**config.mk**
```make
export PLATFORM = sky130hd
export DESIGN_NAME = gen_osc_poly
export DESIGN_NICKNAME = d
export VERILOG_FILES = /design/src/rtl/gen_osc_poly.sv
export SDC_FILE = /design/constraint.sdc
export NUM_CORES = 1
export LEC_CHECK = 0
export CAP_MARGIN = 10
export CORE_ASPECT_RATIO = 2
export CORE_MARGIN = 5
export CORE_UTILIZATION = 25
export CTS_CLUSTER_DIAMETER = 150
export DETAILED_ROUTE_END_ITERATION = 8
export PLACE_DENSITY = 0.4
export SLEW_MARGIN = 20
export SYNTH_ARGS = -nofsm -noshare
export SYNTH_HDL_FRONTEND = slang
export SYNTH_SLANG_ARGS = --single-unit
```
**constraint.sdc**
```tcl
create_clock -name i_clk48 -period 11.2 [get_ports i_clk48]
set_clock_uncertainty 0.15 [all_clocks]
set_input_delay 2.24 -clock i_clk48 [delete_from_list [all_inputs] [get_ports i_clk48]]
set_output_delay 2.24 -clock i_clk48 [all_outputs]
set_load 0.02 [all_outputs]
```
**src/rtl/gen_osc_poly.sv**
```systemverilog
// gen_osc_poly: multi-voice phase-accumulator oscillator with mixed output.
// A divider derives the sample strobe from the system clock. On each strobe
// the per-voice controls are snapshotted. Every voice then passes through one
// shared datapath: issue/accumulate, waveform (saw/square/triangle/sine ROM),
// then mix. The signed average of all voices is emitted once per frame.
// Ports:
//   i_clk48    system clock
//   i_rst48_n  synchronous active-low reset
//   i_pause    hold all accumulators (frames still produced)
//   i_voice_en per-voice enable
//   i_sync     per-voice phase-reset request (sticky until next strobe)
//   i_targetf  per-voice target frequency in Hz, 24 bits per voice
//   i_wave     per-voice waveform: 0 saw, 1 square, 2 triangle, 3 sine
//   o_sample   mixed signed sample
//   o_pulse    one-cycle strobe marking a new o_sample
module gen_osc_poly #(
  parameter int unsigned VOICES  = 4,
  parameter int unsigned CLK_HZ  = 48000000,
  parameter int unsigned FS_HZ   = 48000,
  parameter int unsigned ACC_W   = 24,
  parameter int unsigned OUT_W   = 16,
  parameter int unsigned SINE_AW = 8
) (
  input  logic                 i_clk48,
  input  logic                 i_rst48_n,
  input  logic                 i_pause,
  input  logic [VOICES-1:0]    i_voice_en,
  input  logic [VOICES-1:0]    i_sync,
  input  logic [VOICES*24-1:0] i_targetf,
  input  logic [VOICES*2-1:0]  i_wave,
  output logic [OUT_W-1:0]     o_sample,
  output logic                 o_pulse
);

  localparam int unsigned DIV   = CLK_HZ / FS_HZ;
  localparam int unsigned DIV_W = $clog2(DIV);
  localparam int unsigned VW    = (VOICES > 1) ? $clog2(VOICES) : 1;
  localparam int unsigned LOG_V = $clog2(VOICES);
  localparam int unsigned SUM_W = OUT_W + LOG_V;
  localparam int unsigned ROM_N = 1 << SINE_AW;
  localparam longint unsigned STEP_MUL =
      ((64'd1 << (ACC_W + 10)) + 64'(FS_HZ / 2)) / 64'(FS_HZ);
  localparam logic [23:0]      F_MAX = 24'(FS_HZ / 2);
  localparam logic [OUT_W-1:0] HALF  = {1'b1, {(OUT_W - 1){1'b0}}};

  typedef enum logic [1:0] {StIdle, StRun, StDrain, StOut} state_e;

  // Quarter-wave magnitude, evaluated at elaboration only (Taylor series).
  function automatic logic [OUT_W-2:0] sine_mag(input int unsigned idx);
    real x, term, acc;
    x    = 3.14159265358979323846 / 2.0 * (real'(idx) + 0.5) / real'(ROM_N);
    term = x;
    acc  = x;
    for (int k = 1; k < 10; k++) begin
      term = -term * x * x / real'((2 * k) * (2 * k + 1));
      acc  = acc + term;
    end
    return (OUT_W - 1)'($rtoi(acc * real'((1 << (OUT_W - 1)) - 1) + 0.5));
  endfunction

  logic [OUT_W-2:0] rom [ROM_N];
  for (genvar gi = 0; gi < ROM_N; gi++) begin : g_rom
    localparam logic [OUT_W-2:0] Mag = sine_mag(gi);
    assign rom[gi] = Mag;
  end

  // Divider and frame strobe
  logic [DIV_W-1:0] div_q;
  logic             strobe;
  assign strobe = (div_q == DIV_W'(DIV - 1));

  always_ff @(posedge i_clk48) begin
    if (!i_rst48_n) div_q <= '0;
    else            div_q <= strobe ? '0 : div_q + DIV_W'(1);
  end

  // Sticky sync requests and per-frame snapshot
  logic [VOICES-1:0] sync_pend_q, f_sync_q, f_en_q;
  logic [23:0]       f_targ_q [VOICES];
  logic [1:0]        f_wave_q [VOICES];
  logic              f_pause_q;

  always_ff @(posedge i_clk48) begin
    if (!i_rst48_n) begin
      sync_pend_q <= '0;
      f_sync_q    <= '0;
      f_en_q      <= '0;
      f_pause_q   <= 1'b0;
      f_targ_q    <= '{default: '0};
      f_wave_q    <= '{default: '0};
    end else if (strobe) begin
      // A request landing on the strobe cycle itself joins this frame.
      f_sync_q    <= sync_pend_q | i_sync;
      sync_pend_q <= '0;
      f_en_q      <= i_voice_en;
      f_pause_q   <= i_pause;
      for (int v = 0; v < VOICES; v++) begin
        f_targ_q[v] <= i_targetf[24*v +: 24];
        f_wave_q[v] <= i_wave[2*v +: 2];
      end
    end else begin
      sync_pend_q <= sync_pend_q | i_sync;
    end
  end

  // Issue stage: step, pre-increment phase and accumulator update
  state_e            state_q;
  logic [VW-1:0]     vidx_q;
  logic              drain_q;
  logic [ACC_W-1:0]  acc_q [VOICES];
  logic [ACC_W-1:0]  acc_d, step;
  logic [23:0]       f_clamp;
  logic [OUT_W-1:0]  cur_p;

  always_comb begin
    f_clamp = (f_targ_q[vidx_q] > F_MAX) ? F_MAX : f_targ_q[vidx_q];
    step    = ACC_W'((64'(f_clamp) * STEP_MUL) >> 10);
    cur_p   = f_sync_q[vidx_q] ? '0 : acc_q[vidx_q][ACC_W-1 -: OUT_W];
    if (f_sync_q[vidx_q])                     acc_d = '0;
    else if (f_pause_q || !f_en_q[vidx_q])    acc_d = acc_q[vidx_q];
    else                                      acc_d = acc_q[vidx_q] + step;
  end

  always_ff @(posedge i_clk48) begin
    if (!i_rst48_n)              acc_q         <= '{default: '0};
    else if (state_q == StRun)   acc_q[vidx_q] <= acc_d;
  end

  // Waveform stage (ROM read) and mix stage
  logic             s1_vld_q, s1_en_q, s2_vld_q, s2_en_q;
  logic [1:0]       s1_wave_q;
  logic [OUT_W-1:0] s1_p_q, s2_val_q, wave_val;
  logic [1:0]       quad;
  logic [SINE_AW-1:0] rom_addr;
  logic [OUT_W-2:0] mag;

  always_comb begin
    quad     = s1_p_q[OUT_W-1 -: 2];
    // Quadrants 1 and 3 walk the quarter table backwards.
    rom_addr = s1_p_q[OUT_W-3 -: SINE_AW] ^ {SINE_AW{quad[0]}};
    mag      = rom[rom_addr];
    case (s1_wave_q)
      2'd0:    wave_val = s1_p_q;
      2'd1:    wave_val = {OUT_W{s1_p_q[OUT_W-1]}};
      2'd2:    wave_val = s1_p_q[OUT_W-1] ? {~s1_p_q[OUT_W-2:0], 1'b1}
                                          : {s1_p_q[OUT_W-2:0], 1'b0};
      default: wave_val = quad[1] ? HALF - OUT_W'(mag) : HALF + OUT_W'(mag);
    endcase
  end

  always_ff @(posedge i_clk48) begin
    if (!i_rst48_n) begin
      s1_vld_q  <= 1'b0;
      s1_en_q   <= 1'b0;
      s1_wave_q <= '0;
      s1_p_q    <= '0;
      s2_vld_q  <= 1'b0;
      s2_en_q   <= 1'b0;
      s2_val_q  <= '0;
    end else begin
      s1_vld_q  <= (state_q == StRun);
      s1_en_q   <= f_en_q[vidx_q];
      s1_wave_q <= f_wave_q[vidx_q];
      s1_p_q    <= cur_p;
      s2_vld_q  <= s1_vld_q;
      s2_en_q   <= s1_en_q;
      s2_val_q  <= wave_val;
    end
  end

  logic signed [OUT_W-1:0] s2_sv;
  logic signed [SUM_W-1:0] sum_q, sum_d, contrib;
  logic [OUT_W-1:0]        mix_out;

  always_comb begin
    s2_sv   = {~s2_val_q[OUT_W-1], s2_val_q[OUT_W-2:0]};
    contrib = (s2_vld_q && s2_en_q) ? SUM_W'(s2_sv) : '0;
    sum_d   = sum_q + contrib;
    // Average of VOICES samples: cannot overflow OUT_W.
    mix_out = OUT_W'(sum_d >>> LOG_V);
  end

  // Frame sequencer; the last voice is folded in on the final drain cycle.
  logic [OUT_W-1:0] o_sample_q;
  logic             o_pulse_q;

  always_ff @(posedge i_clk48) begin
    if (!i_rst48_n) begin
      state_q    <= StIdle;
      vidx_q     <= '0;
      drain_q    <= 1'b0;
      sum_q      <= '0;
      o_sample_q <= '0;
      o_pulse_q  <= 1'b0;
    end else begin
      o_pulse_q <= 1'b0;
      sum_q     <= (state_q == StIdle) ? '0 : sum_d;
      unique case (state_q)
        StIdle: begin
          vidx_q <= '0;
          if (strobe) state_q <= StRun;
        end
        StRun: begin
          vidx_q <= vidx_q + VW'(1);
          if (vidx_q == VW'(VOICES - 1)) begin
            state_q <= StDrain;
            drain_q <= 1'b0;
          end
        end
        StDrain: begin
          drain_q <= 1'b1;
          if (drain_q) begin
            state_q    <= StOut;
            o_sample_q <= mix_out;
            o_pulse_q  <= 1'b1;
          end
        end
        StOut:   state_q <= StIdle;
        default: state_q <= StIdle;
      endcase
    end
  end

  assign o_sample = o_sample_q;
  assign o_pulse  = o_pulse_q;

endmodule
```
==> results.md <==
* Req. time, crit path at approximately 12 ns
* Average size of a mapped cell at 7.84 sq um
* Root Driver: clkbuf_16
* Number of synthesized flops with an enable pin at 0
* CTS tree: done
* Antenna-violating nets left at 0
* Leading area contributor after synthesis: dfxtp_1
* PwrDens at just over 100 nW/um^2
* Largest net degree at the start of global routing at between 100 and 150
* Top Layer Used: met5
* Mux contribution to synthesized area at 4.62%
* Top-count cell post-synth: nand2_1
* Clock buffer depth at 3
* Max cap viols at 0
* Core Util, Final at 29.0%
* Vias at roughly 25000
* Crit path arrival time at 10.57 ns
* TritonCTS Buffers at 35
* Vias in the first global route at 25900
* VDD IR max at 0.0000854 V
* Drc violations at 0
* First-pass GRT wire length at around 160000 um
* Largest family of logic cells by synthesized area: compound AO/OA/AOI/OAI gates
* Skew-Pair Late Insertion Delay at about 0.56 ns
* Achievable Freq at between 0.09 and 0.1 GHz
* Crit end category: flip-flop
* FF/Latch Area at approximately 6000 sq um
* Crit-path max cell delay at about 0.55 ns
* Synth Instances at ~3500
* Initial cell density of the core at 25.2%
* Synth top cells by count: nand2_1 (578), inv_1 (336), dfxtp_1 (301)
* Synth unique cells at 87
* Clock transition at the registers of the reported paths at about 0.070 ns
* Detailed placement HPWL at around 84000 um
* Slew headroom at 24.8%
* Most common flop cell mapped by yosys: dfxtp_1
* Area share of the largest cell type after synthesis at about 22%
* Met2 Wirelength at 59300 um
* Die X at 243 um
* Layout net count at around 4000
* Delay-heaviest family, CP: adder cells
* Total GRT Usage at around 18%
* Cts repair resizes at 0
* Vias per cell at ~5
* Post-synthesis xor/xnor area fraction at 3.39%
* DIE AREA at about 120000 sq um
* Yosys reg bits at about 300
* Fin. Hold Viols at 0
* Setup violations, final at 0
* I/O pins at roughly 130
* Synth Cell Area at about 27000 sq um
* DR pass1 iterations at 7
* Clock sinks at 301
* Fin crit share at between 90% and 100%
* Layout area overhead at 15.0%
* Core area at approximately 110000 sq um
* DRT met1 WL at around 36000 um
* Buf/Inv on CP at 7
* Final setup margin at approximately 0.98 ns
* Number of fill cells at 11600
* Reg2reg start: vidx_q[0]
* Status: complete, no violations
* Crit Path Category: reg2reg
* Sequential fraction of the synthesis area at between 20 and 25%
* Slowest cell on crit path: mux4_2
* Drt wl/cell at roughly 22 um
* Compound-Gate Fraction of Synth Area at between 20 and 25%
* Routed wl met3 at 3700 um
* Setup slack at placement at 0.902 ns
* Critical path launch point type: flip-flop
* HP Class: reg2reg
* WL final at ~110000 um
* Top cells by area, synth: dfxtp_1 (22%), fa_1 (10%), ha_1 (9.8%)
* Post-synth ARST share at 0%
* Slew @ Worst Pin at 1.12 ns
* Starting DRT DRC Count at ~1400
* # hold bufs at CTS at 0
* Synth Area in Simple Gates at roughly a fifth
* Final min period at 10.22 ns
* Setup_tns at 0 ns
* Slew Limit Fails at 0
* Post-CTS Setup Inserts at 0
* RSZ-0062 raised after global routing: no
* Share of post-route cells with drive strength above 1 at between 6 and 7%
* Multi-input gate area at approximately 19000 sq um
* Min-delay src: s1_vld_q
* Initial antenna violation count at 1
* # H-tree levels at 2
* Worst Path Max Fanout at 18
* Setup crit start: vidx_q[0]
* Total grt overflow at 0
* Die extent in y at 475 um
* Post-synthesis adder-cell area fraction at between 20% and 30%
* FP Rows at 170
* Final Wtd Congestion at between 0.9 and 1
* Buffers on Ports at around 130
* Warnings from Yosys at 0
* Inserted Diodes at 0
* Leakage at 12.6 nW
## metal layers
layer	vias up	GRT usage, %
met4	2	12.6
met3	300	1.99
met1	11800	17.5
met5	-	0
li1	11900	-
met2	705	36.2
## final timing paths
check / endpoint / slack (ns) / cells after the start
min reg2reg: s2_vld_q / 0.29 / 1
max reg2reg: acc_q[69] / 0.98 / 36
min: s2_vld_q / 0.29 / 1
max: acc_q[69] / 0.98 / 36
## sequential cells by signal, summed over array words and instances, names as in the netlist
name / cells
acc_q: 96
f_targ_q: 96
sum_q: 18
o_sample: 16
s1_p_q: 16
s2_val_q: 16
div_q: 10
f_wave_q: 8
f_en_q: 4
f_sync_q: 4
sync_pend_q: 4
s1_wave_q: 2
state_q: 2
vidx_q: 2
drain_q: 1
f_pause_q: 1
o_pulse: 1
s1_en_q: 1
s1_vld_q: 1
s2_en_q: 1
s2_vld_q: 1
## kinds of logic after synthesis
kind of cell | count (synthesis)
xor gates and xnor gates | 104
AOI/OAI and AO/OA | 883
other | 2
adders and majority gates | 351
and+or+nand+nor | 1163
buffers and inverters | 585
muxes | 62
DFF | 301
## through the flow
stage               area (sq um)  power, mW  hold slack [ns]  cells
floorplan                  27200       1.73            0.262   3494
global placement           30000       2.05            0.272   4834
detailed placement         30000       2.05            0.275   4834
CTS                        31100       3.27            0.290   4895
global route               31100       3.38            0.315   4896
finish                     31100       3.20            0.290   4896
## layout by cell type, fill, tap and decap left out, drive strengths merged, types with 21 or more instances in the layout
| cell | Yosys | layout |
|---|---|---|
| and2 | 54 | 54 |
| o21ai | 173 | 173 |
| a21oi | 176 | 176 |
| a21boi | 189 | 189 |
| nand2 | 578 | 578 |
| fa | 140 | 140 |
| clkbuf | 172 | 43 |
| nor2 | 225 | 225 |
| clkdlybuf4s50 | 0 | 130 |
| mux4 | 50 | 50 |
| nor2b | 32 | 32 |
| a221oi | 23 | 23 |
| nand3 | 54 | 54 |
| a31oi | 28 | 28 |
| dfxtp | 301 | 301 |
| ha | 211 | 211 |
| and3 | 53 | 53 |
| buf | 74 | 81 |
| a211oi | 37 | 37 |
| nand2b | 27 | 27 |
| a21o | 25 | 25 |
| o311ai | 21 | 21 |
| xor2 | 38 | 38 |
| o211ai | 30 | 30 |
| xnor2 | 66 | 66 |
| inv | 339 | 343 |
| nor3 | 72 | 72 |
| conb | 2 | 45 |
## cell type report
cell class / count / area share, %
clock buffers: 43 / 3.04
clock inverters: 18 / 0.667
inverters: 339 / 4.09
multi-input cells: 2608 / 61.1
flip-flops and latches: 301 / 19.4
well taps: 1376 / 5.53
repair buffers: 211 / 6.14
## where the power goes
part | switching, mW | total, mW | internal (mW)
clock | 0.513 | 1.19 | 0.679
sequential | 0.00833 | 1.08 | 1.08
combinational | 0.538 | 0.925 | 0.387
Note: power is estimated with default switching activity, not from simulation.
